**src/rtl/ddr_sys_master.sv**
```systemverilog
// System-side initiator for the DDR controller: power-up delay, init wait, and conversion of
// client requests into one-cycle address strobes followed by fixed-length data bursts.
module ddr_sys_master #(
  parameter int unsigned DSIZE      = 32,
  parameter int unsigned AWIDTH     = 15,
  parameter int unsigned BURST_LEN  = 2,
  parameter int unsigned DLY_CYCLES = 20000,
  parameter int unsigned TIMEOUT    = 64,
  parameter int unsigned GAP_CYC    = 2
) (
  input  logic              clk,
  input  logic              reset_n,
  input  logic              sys_init_done,
  input  logic              sys_in_en,
  input  logic              sys_out_en,
  input  logic [DSIZE-1:0]  sysdo,
  output logic              sys_dly_200us,
  output logic              sys_adsn,
  output logic [AWIDTH-1:0] sys_add,
  output logic              sys_r_wn,
  output logic [DSIZE-1:0]  sysdi,
  input  logic              req_valid,
  output logic              req_ready,
  input  logic              req_wr,
  input  logic [AWIDTH-1:0] req_addr,
  input  logic [DSIZE-1:0]  wr_data,
  output logic              wr_data_pop,
  output logic [DSIZE-1:0]  rd_data,
  output logic              rd_valid,
  output logic              rd_last,
  output logic              busy,
  output logic              err
);

  localparam int unsigned DlyW   = $clog2(DLY_CYCLES + 1);
  localparam int unsigned CntMax = (TIMEOUT > GAP_CYC) ? TIMEOUT : GAP_CYC;
  localparam int unsigned CntW   = $clog2(CntMax + 1);
  localparam int unsigned BeatW  = $clog2(BURST_LEN + 1);

  localparam logic [DlyW-1:0]  DlyLast  = DlyW'(DLY_CYCLES - 1);
  localparam logic [CntW-1:0]  ToLast   = CntW'(TIMEOUT - 1);
  localparam logic [CntW-1:0]  GapLast  = CntW'(GAP_CYC - 1);
  localparam logic [BeatW-1:0] BeatLast = BeatW'(BURST_LEN - 1);

  typedef enum logic [2:0] {
    StDly, StInitw, StIdle, StAddr, StWdata, StRdata, StGap
  } state_e;

  state_e            state_q;
  logic [DlyW-1:0]   dly_cnt_q;
  // Shared between beat timeout in the data phases and the post-burst gap count.
  logic [CntW-1:0]   to_cnt_q;
  logic [BeatW-1:0]  beat_cnt_q;
  logic              beat_hit;

  assign beat_hit    = ((state_q == StWdata) && sys_in_en) || ((state_q == StRdata) && sys_out_en);
  assign req_ready   = (state_q == StIdle) && sys_init_done;
  assign busy        = state_q inside {StAddr, StWdata, StRdata, StGap};
  assign sysdi       = (state_q == StWdata) ? wr_data : '0;
  assign wr_data_pop = (state_q == StWdata) && sys_in_en;

  always_ff @(posedge clk or negedge reset_n) begin
    if (!reset_n) begin
      state_q       <= StDly;
      dly_cnt_q     <= '0;
      to_cnt_q      <= '0;
      beat_cnt_q    <= '0;
      sys_dly_200us <= 1'b0;
      sys_adsn      <= 1'b1;
      sys_add       <= '0;
      sys_r_wn      <= 1'b1;
      rd_data       <= '0;
      rd_valid      <= 1'b0;
      rd_last       <= 1'b0;
      err           <= 1'b0;
    end else begin
      err      <= 1'b0;
      rd_valid <= 1'b0;
      rd_last  <= 1'b0;
      unique case (state_q)
        StDly: begin
          if (dly_cnt_q == DlyLast) begin
            sys_dly_200us <= 1'b1;
            state_q       <= StInitw;
          end else begin
            dly_cnt_q <= dly_cnt_q + DlyW'(1);
          end
        end
        StInitw: begin
          if (sys_init_done) state_q <= StIdle;
        end
        StIdle: begin
          if (!sys_init_done) begin
            state_q <= StInitw;
          end else if (req_valid) begin
            // Request is captured straight into the strobe registers, which then hold.
            sys_adsn <= 1'b0;
            sys_add  <= req_addr;
            sys_r_wn <= ~req_wr;
            state_q  <= StAddr;
          end
        end
        StAddr: begin
          sys_adsn   <= 1'b1;
          beat_cnt_q <= '0;
          to_cnt_q   <= '0;
          state_q    <= sys_r_wn ? StRdata : StWdata;
        end
        StWdata, StRdata: begin
          if (beat_hit) begin
            beat_cnt_q <= beat_cnt_q + BeatW'(1);
            to_cnt_q   <= '0;
            if (state_q == StRdata) begin
              rd_data  <= sysdo;
              rd_valid <= 1'b1;
              rd_last  <= (beat_cnt_q == BeatLast);
            end
            if (beat_cnt_q == BeatLast) state_q <= StGap;
          end else if (to_cnt_q == ToLast) begin
            err      <= 1'b1;
            to_cnt_q <= '0;
            state_q  <= StGap;
          end else begin
            to_cnt_q <= to_cnt_q + CntW'(1);
          end
        end
        StGap: begin
          if (to_cnt_q == GapLast) begin
            state_q <= StIdle;
          end else begin
            to_cnt_q <= to_cnt_q + CntW'(1);
          end
        end
        default: state_q <= StDly;
      endcase
    end
  end

endmodule

```
**config.mk**
```make
export PLATFORM = sky130hd
export DESIGN_NAME = ddr_sys_master
export DESIGN_NICKNAME = d
export VERILOG_FILES = /design/src/rtl/ddr_sys_master.sv
export SDC_FILE = /design/constraint.sdc
export NUM_CORES = 1
export LEC_CHECK = 0
export BUFFER_PORTS_ARGS = -buffer_cell sky130_fd_sc_hd__buf_4
export CORE_UTILIZATION = 47
export DETAILED_ROUTE_END_ITERATION = 16
export GPL_TIMING_DRIVEN = 1
export PLACE_DENSITY = 0.8
export SYNTH_ARGS = -nofsm -noshare
export SYNTH_HDL_FRONTEND = slang
export SYNTH_SLANG_ARGS = --single-unit
export TNS_END_PERCENT = 5
```
**constraint.sdc**
```tcl
create_clock -name clk -period 2.4 [get_ports clk]
set_clock_uncertainty 0.1 [all_clocks]
set_input_delay 0.24 -clock clk [delete_from_list [all_inputs] [get_ports clk]]
set_output_delay 0.24 -clock clk [all_outputs]
set_load 0.02 [all_outputs]
```
# After elaboration in Yosys (flattened, before gate mapping)
# Cells that the tools add are included.
# word_totals
output_inout_bits,88
wordCells,84
reg_bits,80
inputBits,86
# classes
muxes,29
addsub,3
bitwise_logic,2
n_eq_ne,20
n_reduce_logical,18
# ops
op,n
$mux W32,1
$mux W3,8
$mux W7,3
$pmux W7 S3,1
$pmux W3 S6,1
$add A15 B1 Y15 const B,1
$eq A15 B15 Y1 const B,1
$mux W1,12
$ne A2 B2 Y1 const B,6
$eq A3 B3 Y1 const B,3
$ne A3 B3 Y1 const B,3
$reduce_and A3 Y1,3
$reduce_and A2 Y1,4
$add A7 B1 Y7 const B,1
$eq A7 B1 Y1 const B,1
$eq A7 B6 Y1 const B,1
$eq A3 B2 Y1 const B,2
$reduce_and A6 Y1,1
$pmux W2 S2,1
$reduce_bool A2 Y1,2
$reduce_bool A4 Y1,1
$eq A3 B1 Y1 const B,1
$logic_and A1 B1 Y1,3
$logic_not A3 Y1,1
9 further kinds,10

# Logic depth before layout (Yosys ltp)
# depth
depth_word,5
ltp_mapped,7

# Worst setup path before layout
# OpenSTA, ideal clock, no wires.
# synth_timing
kind,register to register
start,register to_cnt_q[0]
end,register state_q[0]
slack_ps,497
synth_period_minus_slack_ps,1903
stages_incl_launch_ff,7
setup_ps,125
arrival_ps,1678
path_cell_list,dfrtp_1 ha_1 nand3_2 or3_4 o211ai_4 nand4_2 mux2_4
# synth_between
elab_chain_len,3
# synth_lines
element,line,source
from (decl),52,logic [CntW-1:0] to_cnt_q;
from (signal assigned),124,to_cnt_q <= to_cnt_q + CntW'(1);
from (signal assigned),131,to_cnt_q <= to_cnt_q + CntW'(1);
$eq A7 B6 Y1 or $eq A7 B1 Y1 (tied branches),"119, 128",
$ne A3 B3 Y1 (no source line) or $ne A2 B1 Y1 (tied branches),n/a,
$reduce_and A6 Y1 (no source line) *,n/a,
to (signal assigned),118,if (beat_cnt_q == BeatLast) state_q <= StGap;
to (signal assigned),122,state_q <= StGap;
to (signal assigned),129,state_q <= StIdle;
to (decl),49,state_e state_q;
# Every way passes the cells marked *; elsewhere a longest branch is shown, timed or not.
# A chain may end at the register's enable or synchronous reset.

# Worst setup path after layout
# layout_timing
start,register dly_cnt_q[0]
end,register state_q[0]
# layout_between
elab_chain_len,3
# layout_lines
element,line,source
from (decl),50,logic [DlyW-1:0] dly_cnt_q;
from (signal assigned),86,dly_cnt_q <= dly_cnt_q + DlyW'(1);
$eq A15 B15 Y1,82,if (dly_cnt_q == DlyLast) begin
$ne A2 B2 Y1 (no source line),n/a,
$reduce_and A6 Y1 (no source line),n/a,
to (signal assigned),84,state_q <= StInitw;
to (signal assigned),90,if (sys_init_done) state_q <= StIdle;
to (signal assigned),94,state_q <= StInitw;
# No other way between the ends.

==> results_tabular.tex <==
\begin{tabular}{lr}
\hline
Metric & Value \\
\hline
\multicolumn{2}{l}{\textbf{Setup path}} \\
Buf/Inv on CP & 0 \\
Kind of cell with the highest combined delay on the critical path & simple AND/OR/NAND/NOR gates \\
Critical path destination & state\_q[0] \\
Cell depth of the worst flop-to-flop path & 6 \\
Critical Path RT & approximately 2500 ps \\
Cells along the critical path & ha\_1, nand4bb\_1, nor4\_4, or2b\_1, nand4\_2, mux2\_4 \\
Crit Path Max Fanout & 6 \\
Crit path DAT & between 2000 and 2500 ps \\
Cell at the slowest stage of the critical path & sky130\_fd\_sc\_hd\_\_dfrtp\_1 \\
Reg-to-Reg Start & dly\_cnt\_q[0] \\
Number of logic stages on the critical path including buffering & 6 \\
Crit end category & flop \\
Peak per-stage delay on the critical path & 400 ps \\
Critical path type & reg -> reg \\
Endpoint of the lowest-slack register-to-register path & state\_q[0] \\
Crit path launch type & flop \\
Worst reg-to-reg setup slack & between 200 and 300 ps \\
Startpoint of the worst setup timing path & dly\_cnt\_q[0] \\
\multicolumn{2}{l}{\textbf{Clock network}} \\
Clock edge transition at the registers on the reported setup and hold paths & roughly 80 ps \\
Number of post-CTS setup repair buffers & 0 \\
Clk\_lat worst skew & around 350 ps \\
CTS H-tree lvls & 3 \\
Clock tree root driver cell & sky130\_fd\_sc\_hd\_\_clkbuf\_8 \\
Longest Clk Path Bufs & 2 \\
Number of gates resized after cts & 0 \\
Total number of clock tree sinks & 80 \\
CTS tree & done \\
Quantity of hold-fixing buffers added after cts & 2 \\
Num CTS Buffers & 9 \\
\multicolumn{2}{l}{\textbf{Logic synthesis}} \\
Number of enable-type register cells in the synthesized netlist & 0 \\
Xor/xnor share of the synthesized area & about 4.0\% \\
Multiplexer fraction of the synthesized cell area & around 15\% \\
Synth async-reset ratio & 100\% \\
Number of storage elements in the synthesis netlist & 80 \\
Largest family of logic cells by synthesized area & simple AND/OR/NAND/NOR gates \\
Cell taking the most area after synthesis & sky130\_fd\_sc\_hd\_\_dfrtp\_1 \\
Number of nets in the synthesized netlist & 386 \\
Unique masters post-synth & 54 \\
Compound-Gate Fraction of Synth Area & 5.42\% \\
Most frequently used flop master after synthesis & sky130\_fd\_sc\_hd\_\_dfrtp\_1 \\
Sequential fraction of the synthesis area & 53.6\% \\
Area share of the largest cell type after synthesis & between 50\% and 60\% \\
Summed instance area of the synthesized netlist & between 3000 and 4000 um\^{}2 \\
Area contributors post-synth & sky130\_fd\_sc\_hd\_\_dfrtp\_1 (52\%), sky130\_fd\_sc\_hd\_\_mux2\_2 (15\%), sky130\_fd\_sc\_hd\_\_and2\_1 (5.9\%), sky130\_fd\_sc\_hd\_\_xnor2\_1 (2.6\%), sky130\_fd\_sc\_hd\_\_nand2\_1 (1.7\%) \\
Simple-gate share of the synthesized area & roughly 17\% \\
Number of instances in the synthesized netlist & approximately 300 \\
Post-synthesis area per instance & 12.6 um\^{}2 \\
Post-synthesis share of cell area spent on full adders, half adders and majority gates & 1.34\% \\
Syn. warnings & 0 \\
\multicolumn{2}{l}{\textbf{Finish}} \\
Nets & about 570 \\
Layout Cells excl Fill & $\sim$580 \\
Filler cells & 574 \\
Fraction of layout cells with a size suffix above 1 & between 50\% and 60\% \\
Ant diodes & 0 \\
Area growth from synthesis to layout & 42.3\% \\
\multicolumn{2}{l}{\textbf{Floorplan}} \\
Die outline height & around 91 um \\
Site Rows & 32 \\
Die X-Extent & 91.2 um \\
Core Region & 7730 um\^{}2 \\
Top-level I/O count & 174 \\
Floorplan die area & approximately 8300 um\^{}2 \\
Initial Utilization & between 40\% and 50\% \\
\multicolumn{2}{l}{\textbf{Route}} \\
Per-cell via count in the routed design & between 4 and 5 \\
Detailed-route DRC error count & 0 \\
Total Routed Length & approximately 8000 um \\
Number of vias after detailed routing & between 2,000 and 3,000 \\
Post-detailed-route wirelength per cell & around 14 um \\
DRC marker count from the first detailed-route iteration & 66 \\
Routed Antenna Nets & 0 \\
First-pass DRT Iterations & 4 \\
\multicolumn{2}{l}{\textbf{STA}} \\
Final number of setup-violating endpoints & 0 \\
Minimum clock period & 2120 ps \\
Worst slew margin relative to its limit & between 60\% and 70\% \\
Final Hold Vio Count & 0 \\
Hold Slack & around 17 ps \\
Final Cycle Share & 88.5\% \\
Top achievable clock speed & 471 MHz \\
Sum Neg Setup Slack & 0 ps \\
Worst-Margin Slew & between 500 and 600 ps \\
Unrepaired setup endpoints after global routing & no \\
Number of slew-limit violations in the final report & 0 \\
\multicolumn{2}{l}{\textbf{Outcome}} \\
Outcome & completed \\
\multicolumn{2}{l}{\textbf{Power}} \\
Peak supply drop & around 480 uV \\
Power per unit of standard cell area & 448 nW/um\^{}2 \\
LEAKAGE & 2.83 nW \\
\multicolumn{2}{l}{\textbf{Run}} \\
Max-cap check violation count & 0 \\
\multicolumn{2}{l}{\textbf{Min path}} \\
Hold crit path type & in -> reg \\
\multicolumn{2}{l}{\textbf{GRT}} \\
Vias in the first global route & between 2,000 and 3,000 \\
Total grt overflow & 0 \\
Largest net degree at the start of global routing & 48 \\
Total GRT Usage & between 20\% and 30\% \\
Wire length of the first global-routing pass & around 14,000 um \\
Number of antenna violations at the first check in global routing & 0 \\
\multicolumn{2}{l}{\textbf{Place}} \\
Gp weighted congestion & slightly above 0.8 \\
DP Wirelength & around 6200 um \\
Instance count after placement with tap cells included & 563 \\
Port Buffers & roughly 170 \\
\hline
\end{tabular}
-- Yosys cell counts (4+ instances only) --
master	n
sky130_fd_sc_hd__o21ai_0	5
sky130_fd_sc_hd__ha_1	4
sky130_fd_sc_hd__xnor2_1	11
sky130_fd_sc_hd__mux2_2	49
sky130_fd_sc_hd__dfrtp_1	78
sky130_fd_sc_hd__and3_1	4
sky130_fd_sc_hd__buf_6	4
sky130_fd_sc_hd__xor2_1	6
sky130_fd_sc_hd__inv_1	4
sky130_fd_sc_hd__and2_1	35
sky130_fd_sc_hd__nor3_1	5
sky130_fd_sc_hd__nor2_1	8
sky130_fd_sc_hd__nand2_1	17
sky130_fd_sc_hd__nand3_1	6
sky130_fd_sc_hd__a21oi_1	5
-- worst min path at each step --
| stage | start | slack (ps) | end | depth (start not counted) |
|---|---|---|---|---|
| after floorplan | reset_n | -160 | beat_cnt_q[0] | 0 |
| after global placement | reset_n | 110 | rd_data[14] | 1 |
| after detailed placement | reset_n | 110 | rd_data[14] | 1 |
| after CTS | req_addr[0] | 1 | sys_add[0] | 2 |
| after global routing | req_addr[9] | 0.2 | sys_add[9] | 2 |
| final | req_addr[0] | 20 | sys_add[0] | 2 |
-- through the flow --
step	total power, mW	setup WS, ps	area (um^2)	utilization [%]
after floorplan	1.38	497	3740	-
after global placement	1.51	437	5110	66.1
after detailed placement	1.51	276	5110	66.1
after CTS	2.41	261	5320	68.8
after global routing	2.48	117	5330	68.9
final	2.38	277	5330	68.9
-- cell type report --
class,count,area (um^2),share of cell area (%)
clock inverter,4,28.8,0.540
sequential,80,2000,37.6
inverter,5,18.8,0.352
clock buffer,12,155,2.91
tap,102,128,2.40
multi-input combinational,199,1610,30.2
timing repair buffer,180,1380,26.0
-- flip-flops by register name, summed over array words and instances (netlist names), 2 cells and up --
name and count:
beat_cnt_q 2, dly_cnt_q 15, rd_data 32, state_q 3
sys_add 15, to_cnt_q 7
-- placed cells by master (no fill, tap or decap), types with 5 or more instances in the layout --
master                     instances
sky130_fd_sc_hd__nor2_1            8
sky130_fd_sc_hd__mux2_2           49
sky130_fd_sc_hd__clkbuf_8         11
sky130_fd_sc_hd__xnor2_1          11
sky130_fd_sc_hd__buf_4           175
sky130_fd_sc_hd__xor2_1            6
sky130_fd_sc_hd__nand2_1          17
sky130_fd_sc_hd__nor3_1            5
sky130_fd_sc_hd__a21oi_1           5
sky130_fd_sc_hd__and2_1           35
sky130_fd_sc_hd__o21ai_0           5
sky130_fd_sc_hd__nand3_1           6
sky130_fd_sc_hd__dfrtp_1          78
-- cells by family (layout without fill, tap and decap cells) --
kind of cell | Yosys count | in the layout
fa+ha+maj | 4 | 4
compound gates | 26 | 26
buf+inv | 17 | 201
flops | 80 | 80
xor+xnor | 17 | 17
simple gates | 102 | 102
mux | 50 | 50
-- report_power, final --
| part | switching [mW] | internal, mW |
|---|---|---|
| Sequential | 0 | 1.35 |
| Clock | 0.466 | 0.432 |
| Combinational | 0.0451 | 0.0942 |
| Total | 0.511 | 1.87 |
-- per-layer routing --
layer / vias to the layer above / wire (um) / GRT usage (%)
met5: - / 0 / 0
met4: 0 / 126 / 6.75
met3: 13 / 488 / 6.62
met2: 98 / 4170 / 34.5
met1: 1368 / 3440 / 25.5
li1: 1380 / - / -
Power figures use the tool's default switching activity.
